==> src/rtl/hazard_pkg.sv <==
// Shared types for the pipeline hazard controller: FSM state, stage enable bundle
// and the canned enable patterns for each hazard decision.
package hazard_pkg;

  localparam int ZERO_REG_DEF = 31;

  typedef enum logic {
    RUN   = 1'b0,
    DWAIT = 1'b1
  } ctrl_state_t;

  typedef struct packed {
    logic pc_we;
    logic ifid_we;
    logic idex_we;
    logic exmem_we;
    logic memwb_we;
    logic ifid_flush;
    logic idex_flush;
  } stage_en_t;

  localparam stage_en_t EN_FREEZE = '{default: 1'b0};
  localparam stage_en_t EN_RUN    = '{pc_we: 1'b1, ifid_we: 1'b1, idex_we: 1'b1,
                                      exmem_we: 1'b1, memwb_we: 1'b1,
                                      ifid_flush: 1'b0, idex_flush: 1'b0};
  localparam stage_en_t EN_BRANCH = '{pc_we: 1'b1, ifid_we: 1'b1, idex_we: 1'b1,
                                      exmem_we: 1'b1, memwb_we: 1'b1,
                                      ifid_flush: 1'b1, idex_flush: 1'b1};
  // The load in EX advances to MEM while ID holds and a bubble enters EX.
  localparam stage_en_t EN_LOAD_USE = '{pc_we: 1'b0, ifid_we: 1'b0, idex_we: 1'b1,
                                        exmem_we: 1'b1, memwb_we: 1'b1,
                                        ifid_flush: 1'b0, idex_flush: 1'b1};
  localparam stage_en_t EN_FETCH_MISS = '{pc_we: 1'b0, ifid_we: 1'b1, idex_we: 1'b1,
                                          exmem_we: 1'b1, memwb_we: 1'b1,
                                          ifid_flush: 1'b1, idex_flush: 1'b0};

endpackage

==> src/rtl/wait_watchdog.sv <==
// Data-access wait counter with saturation and a sticky hang error that is
// raised once a DWAIT episode reaches MAX_WAIT counted cycles.
module wait_watchdog #(
  parameter int MAX_WAIT = 255
) (
  input  logic clk,
  input  logic reset,
  input  logic enter,
  input  logic in_wait,
  input  logic mem_req,
  output logic hang_err
);

  localparam int WAIT_W = (MAX_WAIT < 1) ? 1 : $clog2(MAX_WAIT + 1);
  localparam logic [WAIT_W-1:0] WAIT_MAX = WAIT_W'(MAX_WAIT);

  logic [WAIT_W-1:0] wait_cnt;
  logic              at_max;

  assign at_max = (wait_cnt == WAIT_MAX);

  // NOTE: state registers use non-blocking assignments so every flop samples
  // pre-edge values regardless of process ordering.
  always_ff @(posedge clk) begin
    if (reset) begin
      wait_cnt <= '0;
    end else if (enter) begin
      wait_cnt <= '0;
    end else if (in_wait && !at_max) begin
      wait_cnt <= wait_cnt + WAIT_W'(1);
    end
  end

  // A dropped request while waiting is a protocol error, not a hang.
  always_ff @(posedge clk) begin
    if (reset) begin
      hang_err <= 1'b0;
    end else if (in_wait && mem_req && at_max) begin
      hang_err <= 1'b1;
    end
  end

endmodule

==> src/rtl/pipeline_hazard_ctrl.sv <==
// Stall/flush controller for the 5-stage pipeline with a data-wait FSM.
// Define HAZARD_PERF_EN to build the stall_cycles performance counter.
module pipeline_hazard_ctrl
  import hazard_pkg::*;
#(
  parameter int REG_W    = 5,
  parameter int ZERO_REG = ZERO_REG_DEF,
  parameter int MAX_WAIT = 255,
  parameter int CNT_W    = 32
) (
  input  logic             clk,
  input  logic             reset,
  input  logic [REG_W-1:0] id_rs1,
  input  logic [REG_W-1:0] id_rs2,
  input  logic [REG_W-1:0] ex_rd,
  input  logic             ex_mem_read,
  input  logic             ex_branch_taken,
  input  logic             if_ready,
  input  logic             mem_req,
  input  logic             mem_ready,
  output logic             pc_we,
  output logic             ifid_we,
  output logic             idex_we,
  output logic             exmem_we,
  output logic             memwb_we,
  output logic             ifid_flush,
  output logic             idex_flush,
  output logic             hang_err,
  output logic [CNT_W-1:0] stall_cycles
);

  ctrl_state_t state;
  ctrl_state_t state_nxt;
  stage_en_t   en;
  logic        freeze;
  logic        load_use;
  logic        fetch_miss;

  assign load_use = ex_mem_read && (ex_rd != REG_W'(ZERO_REG)) &&
                    ((ex_rd == id_rs1) || (ex_rd == id_rs2));
  assign fetch_miss = !if_ready;

  // A held MEM stage re-presents every lower-priority condition after unfreeze.
  assign freeze = ((state == RUN)   && mem_req && !mem_ready) ||
                  ((state == DWAIT) && !mem_ready);

  // NOTE: every signal driven here gets a default first, so no path leaves
  // it unassigned and no latch is inferred.
  always_comb begin
    state_nxt = state;
    en        = EN_RUN;

    unique case (state)
      RUN:   if (mem_req && !mem_ready) state_nxt = DWAIT;
      DWAIT: if (mem_ready || !mem_req) state_nxt = RUN;
      default: state_nxt = RUN;
    endcase

    if (reset) begin
      en = EN_FREEZE;
    end else if (freeze) begin
      en = EN_FREEZE;
    end else if (ex_branch_taken) begin
      en = EN_BRANCH;
    end else if (load_use) begin
      en = EN_LOAD_USE;
    end else if (fetch_miss) begin
      en = EN_FETCH_MISS;
    end
  end

  always_ff @(posedge clk) begin
    if (reset) begin
      state <= RUN;
    end else begin
      state <= state_nxt;
    end
  end

  assign pc_we      = en.pc_we;
  assign ifid_we    = en.ifid_we;
  assign idex_we    = en.idex_we;
  assign exmem_we   = en.exmem_we;
  assign memwb_we   = en.memwb_we;
  assign ifid_flush = en.ifid_flush;
  assign idex_flush = en.idex_flush;

  wait_watchdog #(
    .MAX_WAIT (MAX_WAIT)
  ) u_wd (
    .clk      (clk),
    .reset    (reset),
    .enter    ((state == RUN) && (state_nxt == DWAIT)),
    .in_wait  (state == DWAIT),
    .mem_req  (mem_req),
    .hang_err (hang_err)
  );

`ifdef HAZARD_PERF_EN
  // Counts every cycle the PC is held: freeze, load-use and fetch miss.
  always_ff @(posedge clk) begin
    if (reset) begin
      stall_cycles <= '0;
    end else if (!en.pc_we && !(&stall_cycles)) begin
      stall_cycles <= stall_cycles + CNT_W'(1);
    end
  end
`else
  assign stall_cycles = '0;
`endif

endmodule
==> config.mk <==
export PLATFORM = sky130hd
export DESIGN_NAME = pipeline_hazard_ctrl
export DESIGN_NICKNAME = d
export VERILOG_FILES = /design/src/rtl/hazard_pkg.sv /design/src/rtl/wait_watchdog.sv /design/src/rtl/pipeline_hazard_ctrl.sv
export SDC_FILE = /design/constraint.sdc
export NUM_CORES = 1
export LEC_CHECK = 0
export CORE_ASPECT_RATIO = 0.7
export CORE_MARGIN = 1.5
export CORE_UTILIZATION = 32
export DETAILED_ROUTE_END_ITERATION = 8
export PLACE_DENSITY_LB_ADDON = 0.2
export SLEW_MARGIN = 20
export SYNTH_ARGS = -nofsm -noshare
export SYNTH_HDL_FRONTEND = slang
export SYNTH_SLANG_ARGS = --single-unit
export TNS_END_PERCENT = 20
==> constraint.sdc <==
create_clock -name clk -period 3.61 [get_ports clk]
set_input_delay 0.9025 -clock clk [delete_from_list [all_inputs] [get_ports clk]]
set_output_delay 0.9025 -clock clk [all_outputs]
set_load 0.05 [all_outputs]
==> results.json, run 1 <==
{
  "run_status": "finished clean",
  "dpl_cell_area_mm2": 0.00123,
  "ant_nets": 0,
  "grt_max_degree": 10,
  "cts_made_buffers": 3,
  "dp_hpwl_um": 1570,
  "n_antenna_cell": 0,
  "fin_skew_ns": 0.00126,
  "drc": 0,
  "grt_overflow": 0,
  "cap_violations": 0,
  "dp.cells": 177,
  "seqCellArea_um2": 200,
  "finalHoldViolCount": 0,
  "numPortBuffers": 29,
  "clock-sinks": 10,
  "vdd_ir_drop_max_mv": 0.122,
  "core-area_mm2": 0.00282,
  "drt-pass1-iter-count": 2,
  "n_fill_cell": 278,
  "ios": 62,
  "leakagePower_nw": 0.518,
  "crit_chain": "clkdlybuf4s50_1 -> nand3_1 -> o21ai_0 -> nor2_1 -> a21boi_1 -> buf_12",
  "synth_edf_count": 0,
  "cts_buffer_depth": 2,
  "die_h_um": 48.9,
  "synth_xor_area_share_pct": 15.4,
  "drt_wl_total_um": 1860,
  "postCtsSetupBuffers": 0,
  "max_freq_mhz": 297,
  "gp_congestion": 0.794,
  "grt_pass1_vias": 638,
  "arrival_ns": 2.47,
  "grt_usage_pct": 11.7,
  "synthCells": 115,
  "start_util_pct": 34.2,
  "cts_hold_buf": 0,
  "synth_mux_area_share_pct": 1.04,
  "grt_antenna_before_repair": 0,
  "slew_viol_final": 0,
  "power_mw": 0.405,
  "vias_per_cell": 4.08,
  "first_iter_violations": 34,
  "path_class": "in -> out",
  "synth.cell_area_um2": 965,
  "finalSetupViolCount": 0,
  "h-tree-depth": 1,
  "fp.dieArea_mm2": 0.00336,
  "slowest_stage": "clkdlybuf4s50_1",
  "tritoncts": "built",
  "ys_async_sr_fraction_pct": 0,
  "drive_gt1_share_pct": 14.6,
  "synth-compound-area-share_pct": 12.2,
  "rsz0062_at_grt": "no",
  "grt_pass1_wl_um": 2950,
  "worst-path-max-fanout": 3,
  "critPathRequiredTime_ns": 2.71,
  "synthFlopType": "dfxtp_1",
  "multi_input_area_um2": 599,
  "synth_simple_gate_area_share_pct": 19.3,
  "period_share_pct": 93.4,
  "pwr_density_cell_mw_per_mm2": 319,
  "root_buffer": "clkbuf_8",
  "end_kind": "primary output",
  "synth_seq_cells": 10,
  "fin_ws_ns": 0.239,
  "clkSlewWorstSetupHoldPaths_ns": 0.04,
  "cpPeakStageDelay_ns": 0.55,
  "nNetsFinal": 169,
  "yosysSeqAreaShare_pct": 20.8,
  "fin_area_mm2": 0.00127,
  "fp-row-count": 16,
  "ys_types": 34,
  "final_cells": 180,
  "wire_per_inst_um": 10.3,
  "vias": 734,
  "hp-class": "reg -> reg",
  "cts_resized": 0,
  "syn_to_final_growth_pct": 31.5,
  "ys_warn_count": 0,
  "synth_area_per_cell_um2": 8.39,
  "clk_latency_ns": 0.23,
  "setup-tns-final_ns": 0,
  "synth_top_family_by_area": "buffers and inverters",
  "die_x_um": 68.6,
  "finalCriticalPeriod_ns": 3.37,
  "synthAdderAreaFrac_pct": 1.30,
  "worst_setup_path_start_kind": "input port",
  "place_ws_ns": 0.264
}
==> metal layers <==
layer / vias up / GRT usage [%] / wire [µm]
met2: 35 / 17.8 / 852
met5: - / 0 / 0
li1: 377 / - / -
met1: 320 / 16.0 / 859
met3: 2 / 3.46 / 129
met4: 0 / 3.00 / 13
==> path summary, 6_finish.rpt <==
kind,start,to,slack (ns),cells past startpoint
setup / recovery,ex_rd[2],ifid_we,0.24,6
hold / removal,u_wd.hang_err,u_wd.hang_err,0.48,2
setup reg to reg,u_wd.wait_cnt[0],u_wd.wait_cnt[1],2.11,5
hold reg to reg,u_wd.hang_err,u_wd.hang_err,0.48,2
==> worst max-delay path: cells and delay by family <==
kind	cells	cell delay, ns
AOI/OAI and AO/OA	2	0.60
and+or+nand+nor	2	0.23
buffers and inverters	2	0.73
==> cells by family (layout without fill, tap and decap cells) <==
| family | count (synthesis) | count (layout) |
|---|---|---|
| AO/OA/AOI/OAI | 15 | 15 |
| flip-flops | 10 | 10 |
| multiplexers | 1 | 1 |
| XOR/XNOR | 17 | 17 |
| buffers and inverters | 38 | 36 |
| other | 1 | 32 |
| adder cells (fa/ha/maj) | 1 | 1 |
| AND/OR/NAND/NOR | 32 | 32 |
==> synth_stat cells, types with 2 or more instances <==
cell type / number / share of area [%]
a21oi_1: 2 / 1.0
and4_1: 2 / 1.8
buf_4: 34 / 26
buf_6: 2 / 2.3
dfxtp_1: 10 / 21
nand2_1: 4 / 1.6
nand3_1: 5 / 2.6
nor2_1: 10 / 3.9
nor3_2: 2 / 2.1
o211ai_1: 3 / 2.3
o21ai_1: 3 / 1.6
xnor2_1: 11 / 10
xor2_1: 6 / 5.4
==> state kept, by name (all words and copies together), names as in the netlist <==
name and count:
u_wd.hang_err 1, state 1, u_wd.wait_cnt 8
==> where the power goes <==
group	internal, mW	switching, mW	leakage [nW]
Sequential	0.112	0.00174	0.0808
Clock	0.0724	0.0371	0.0216
Combinational	0.0585	0.123	0.416
==> stage by stage <==
stage / hold WS, ns / utilization, %
3_5_place_dp: 0.472 / 43.5
2_1_floorplan: 0.498 / -
5_1_grt: 0.516 / 44.9
3_3_place_gp: 0.454 / 43.5
6_report: 0.478 / 44.9
4_1_cts: 0.481 / 44.9
==> cell type report <==
class | instances | area share (%)
Clock buffer | 3 | 3.25
Inverter | 2 | 0.592
Multi-Input combinational cell | 98 | 47.2
Sequential cell | 10 | 15.8
Tap cell | 36 | 3.55
Timing Repair Buffer | 31 | 29.6
==> cells in the final DEF, fill, tap and decap left out, types with 2 or more instances in the layout <==
| cell type | count |
|---|---|
| nor2_1 | 10 |
| nand2_1 | 4 |
| buf_12 | 7 |
| o211ai_1 | 3 |
| xor2_1 | 6 |
| and4_1 | 2 |
| dfxtp_1 | 10 |
| nor3_2 | 2 |
| o21ai_1 | 3 |
| xnor2_1 | 11 |
| clkbuf_8 | 3 |
| buf_4 | 2 |
| conb_1 | 32 |
| nand3_1 | 5 |
| clkdlybuf4s50_1 | 22 |
No activity file was read; power rests on OpenSTA's default activity.
==> run 2, diff against run 1 <==
GPL_TIMING_DRIVEN = 0   (was unset)
==> run 2 against run 1 <==
Die area unchanged. Combinational power up 6%. Utilization up 6.3 points. Sequential cell count unchanged. Highest routed layer unchanged.
==> results.json, run 2 (synthesis gave the netlist of run 1 again) <==
{
  "period_share_pct": 98.7,
  "r2r_setup_slack_ns": 2.11,
  "grt_usage_pct": 12.7,
  "core-area_mm2": 0.00282,
  "hp-class": "reg -> reg",
  "drt-pass1-iter-count": 4,
  "tritoncts": "built",
  "worst-path-max-fanout": 3,
  "cts_buffer_depth": 2,
  "rsz0062_at_grt": "yes",
  "run_status": "finished clean",
  "syn_to_final_growth_pct": 49.9,
  "p_seq_share_pct": 26.7,
  "critPathBufInv": 2,
  "slew_viol_final": 0,
  "cts_resized": 9,
  "crit_chain": "clkdlybuf4s50_1 -> nand3_1 -> o21ai_0 -> nor2_1 -> a21boi_1 -> clkdlybuf4s15_1",
  "n_antenna_cell": 0,
  "seqCellArea_um2": 200,
  "path_class": "in -> out",
  "pwr_density_cell_mw_per_mm2": 292,
  "cap_violations": 0,
  "dp_hpwl_um": 1740,
  "fin_ws_ns": 0.0454,
  "fp-row-count": 16,
  "finalHoldViolCount": 0,
  "p_clk_share_pct": 27.5,
  "ios": 62,
  "finalCriticalPeriod_ns": 3.56,
  "vias": 843,
  "clkSlewWorstSetupHoldPaths_ns": 0.05,
  "grt_overflow": 0,
  "drt_wl_total_um": 2020,
  "min_to": "u_wd.hang_err",
  "internal-power_mw": 0.253,
  "cts_made_buffers": 3,
  "nNetsFinal": 203,
  "largest_reg_flops": 8,
  "grt_max_degree": 10,
  "combPwrFrac_pct": 45.8,
  "worst_setup_path_start_kind": "input port",
  "slowest_stage": "clkdlybuf4s50_1",
  "grt_antenna_before_repair": 0,
  "switchingPower_mw": 0.169,
  "r2r_cells": 5,
  "timing.rr.start": "u_wd.wait_cnt[0]",
  "biggestRegsByFlops": "u_wd.wait_cnt: 8 flops, state: 1 flops, u_wd.hang_err: 1 flops",
  "final_cells": 214,
  "critPathRequiredTime_ns": 2.71,
  "fp.dieArea_mm2": 0.00336,
  "leakagePower_nw": 0.676,
  "die_x_um": 68.6,
  "clk_latency_ns": 0.24,
  "root_buffer": "clkbuf_8",
  "holdPathStages": 2,
  "h-tree-depth": 1,
  "drive_gt1_share_pct": 29.8,
  "start_util_pct": 34.2,
  "fin_skew_ns": 0.00161,
  "vias_per_cell": 3.94,
  "ant_nets": 0,
  "cts_hold_buf": 0,
  "power_mw": 0.422,
  "crit_family": "buffers and inverters",
  "cpPeakStageDelay_ns": 0.54,
  "dp.cells": 211,
  "clock-sinks": 10,
  "swShare_pct": 40.0,
  "first_iter_violations": 9,
  "gp_congestion": 0.848,
  "wire_per_inst_um": 9.44,
  "drc": 0,
  "multi_input_area_um2": 599,
  "finalSetupViolCount": 0,
  "arrival_ns": 2.66,
  "layout_common_cells": "36 x buf_4, 32 x conb_1, 22 x clkdlybuf4s50_1, 11 x xnor2_1",
  "worstReg2RegEnd": "u_wd.wait_cnt[3]",
  "grt_pass1_vias": 745,
  "place_ws_ns": -0.324,
  "die_h_um": 48.9,
  "postCtsSetupBuffers": 0,
  "final_common_cell": "buf_4",
  "max_freq_mhz": 281,
  "n_fill_cell": 280,
  "grt_pass1_wl_um": 3250,
  "largest-register": "u_wd.wait_cnt",
  "vdd_ir_drop_max_mv": 0.120,
  "end_kind": "primary output",
  "numPortBuffers": 29,
  "min-delay-start": "u_wd.hang_err"
}
run 2: layer usage:
metal | part of all wire (%) | global-route usage, % | vias up
li1 | - | - | 443
met1 | 43 | 14.4 | 366
met2 | 48 | 22.9 | 32
met3 | 7.4 | 2.77 | 2
met4 | 1.1 | 4.00 | 0
met5 | 0 | 0 | -
run 2: worst max path at each step:
stage	cells past startpoint	to	startpoint
final	6	ifid_we	ex_rd[2]
after detailed placement	6	idex_flush	ex_rd[2]
after CTS	6	pc_we	ex_rd[2]
after global placement	7	idex_flush	mem_req
after global routing	6	ifid_we	ex_rd[1]
after floorplan	4	pc_we	mem_req
run 2: per-stage QoR:
stage                     cell area (µm²)  hold slack (ns)  util, %  TNS, ns
after CTS                            1450            0.499     51.5        0
after detailed placement             1420            0.488     50.3    -1.39
after floorplan                      1080            0.498        -   -0.132
final                                1450            0.498     51.2        0
after global routing                 1450            0.533     51.2  -0.0552
after global placement               1420            0.452     50.3    -1.20
run 2: worst min-delay path, delay by kind of cell (launching register included):
family / cells / cell delay [ns]
AO/OA/AOI/OAI: 1 / 0.04
flip-flops: 1 / 0.32
AND/OR/NAND/NOR: 1 / 0.09
run 2: power groups by stage:
stage	Sequential (mW)	Clock, mW	Combinational (mW)
after floorplan	0.115	0	0.152
after global placement	0.115	0	0.195
final	0.113	0.116	0.193
after detailed placement	0.115	0	0.196
after CTS	0.113	0.120	0.193
after global routing	0.113	0.125	0.204
run 2: cell type report:
type	count	share of cell area [%]
multi-input cells	98	41.4
plain buffers	36	19.2
repair buffers	29	19.0
flip-flops and latches	10	13.8
well taps	36	3.11
clock buffers	3	2.85
inverters	2	0.519
==> run 3, diff against run 2 <==
clock period = 3.2 ns   (was 3.61 ns; I/O delays follow)
==> run 3 against run 2 <==
Final cell count stayed put. Global-route usage is 0.38 points lower. Clock skew rose by 0.0030 ns. Routed wire length fell by 2.9%. Register-to-register slack lost 0.33 ns. Worst setup slack gained 0.035 ns. Die area did not move. Hold slack worse by 0.0069 ns. Final area up 2.2%. Combinational power rose by 17%. Sequential share of layout area is 0.29 points lower. Critical endpoint is now idex_flush. Highest routed layer unchanged.
==> results.json, run 3 (synthesis gave the netlist of run 1 again) <==
{
  "run_status": "finished clean",
  "clk_latency_ns": 0.23,
  "fin_skew_ns": 0.00463,
  "gp_congestion": 0.766,
  "power_mw": 0.479,
  "largest_reg_flops": 8,
  "worst-path-max-fanout": 9,
  "first_iter_violations": 24,
  "start_util_pct": 34.2,
  "whs_ns": 0.491,
  "ant_nets": 0,
  "numPortBuffers": 29,
  "fin_area_mm2": 0.00148,
  "drc": 0,
  "place_ws_ns": -0.607,
  "postCtsSetupBuffers": 0,
  "leakagePower_nw": 0.680,
  "worst_setup_path_start_kind": "input port",
  "period_share_pct": 97.5,
  "finalSetupViolCount": 0,
  "drt_wl_total_um": 1960,
  "wire_per_inst_um": 9.16,
  "grt_antenna_before_repair": 0,
  "layout_common_cells": "36 x buf_4, 32 x conb_1, 22 x clkdlybuf4s50_1, 11 x xnor2_1",
  "clkSlewWorstSetupHoldPaths_ns": 0.05,
  "largest-register": "u_wd.wait_cnt",
  "fp.dieArea_mm2": 0.00336,
  "rsz0062_at_grt": "yes",
  "critPathRequiredTime_ns": 2.40,
  "slew_viol_final": 0,
  "dp_hpwl_um": 1640,
  "pwr_density_cell_mw_per_mm2": 324,
  "fp-row-count": 16,
  "die_x_um": 68.6,
  "grt_overflow": 0,
  "grt_pass1_vias": 744,
  "drive_gt1_share_pct": 32.0,
  "die_h_um": 48.9,
  "clock-sinks": 10,
  "dpl_cell_area_mm2": 0.00143,
  "fin_util_pct": 52.3,
  "fin_ws_ns": 0.0807,
  "nNetsFinal": 203,
  "n_antenna_cell": 0,
  "biggestRegsByFlops": "u_wd.wait_cnt: 8 flops, state: 1 flops, u_wd.hang_err: 1 flops",
  "grt_max_degree": 10,
  "hp-class": "reg -> reg",
  "max_freq_mhz": 321,
  "vdd_ir_drop_max_mv": 0.159,
  "grt_usage_pct": 12.3,
  "tritoncts": "built",
  "grt_pass1_wl_um": 3080,
  "end_kind": "primary output",
  "vias_per_cell": 3.92,
  "finalCriticalPeriod_ns": 3.12,
  "cts_buffer_depth": 2,
  "n_fill_cell": 278,
  "h-tree-depth": 1,
  "final_common_cell": "buf_4",
  "drt-pass1-iter-count": 5,
  "finalHoldViolCount": 0,
  "root_buffer": "clkbuf_8",
  "path_class": "in -> out",
  "core-area_mm2": 0.00282,
  "arrival_ns": 2.32,
  "syn_to_final_growth_pct": 53.2,
  "vias": 838,
  "cts_made_buffers": 3,
  "ios": 62,
  "cts_hold_buf": 0,
  "cap_violations": 0
}
-- run 3: cell types whose count changed in the layout (fill, tap and decap cells not counted), sizes merged --
cell    previous run  this run
buf               38        39
clkbuf             5         4
-- run 3: what timing repair did --
| action | in CTS | in global routing |
|---|---|---|
| endpoints found under the hold margin | 0 | 0 |
| setup endpoints to repair | 7 | 6 |
| resized for setup | 21 | 5 |
-- run 3: area by class of cell --
class,instances,area (µm²),area share [%]
Sequential cell,10,200,13.5
Buffer,36,278,18.8
Inverter,2,7.51,0.508
Timing Repair Buffer,29,279,18.9
Clock buffer,3,41.3,2.79
Tap cell,36,45.0,3.05
Multi-Input combinational cell,98,627,42.4
-- run 3: report_power, final --
part	leakage, nW	switching [mW]	internal (mW)
Clock	0.0216	0.0453	0.0820
Combinational	0.578	0.144	0.0804
Sequential	0.0808	0.000876	0.126
Total	0.680	0.191	0.289
-- run 3: worst paths after layout --
path,cells past startpoint,slack (ns),to,start
worst max-delay path,7,0.08,idex_flush,mem_req
worst min-delay path,2,0.49,u_wd.hang_err,u_wd.hang_err
worst max register to register,5,1.78,u_wd.wait_cnt[2],u_wd.wait_cnt[0]
worst min register to register,2,0.49,u_wd.hang_err,u_wd.hang_err
-- run 3: layer usage --
metal	track usage (%)	routed length, µm	vias to the layer above
li1	-	-	445
met1	13.0	808	350
met2	20.8	933	37
met3	3.70	167	6
met4	7.67	53	0
met5	0	0	-
-- run 3: critical path: stages --
cell	delay [ns]
clkdlybuf4s50_1	0.44
nor3b_2	0.19
or2_1	0.22
buf_6	0.14
nor3_2	0.16
a22o_1	0.14
clkbuf_4	0.23
-- run 3: through the flow --
step,cells,TNS (ns)
5_1_grt,214,-0.0468
3_5_place_dp,211,-2.88
2_1_floorplan,146,-0.0646
6_report,214,0
4_1_cts,214,0
3_3_place_gp,211,-2.79
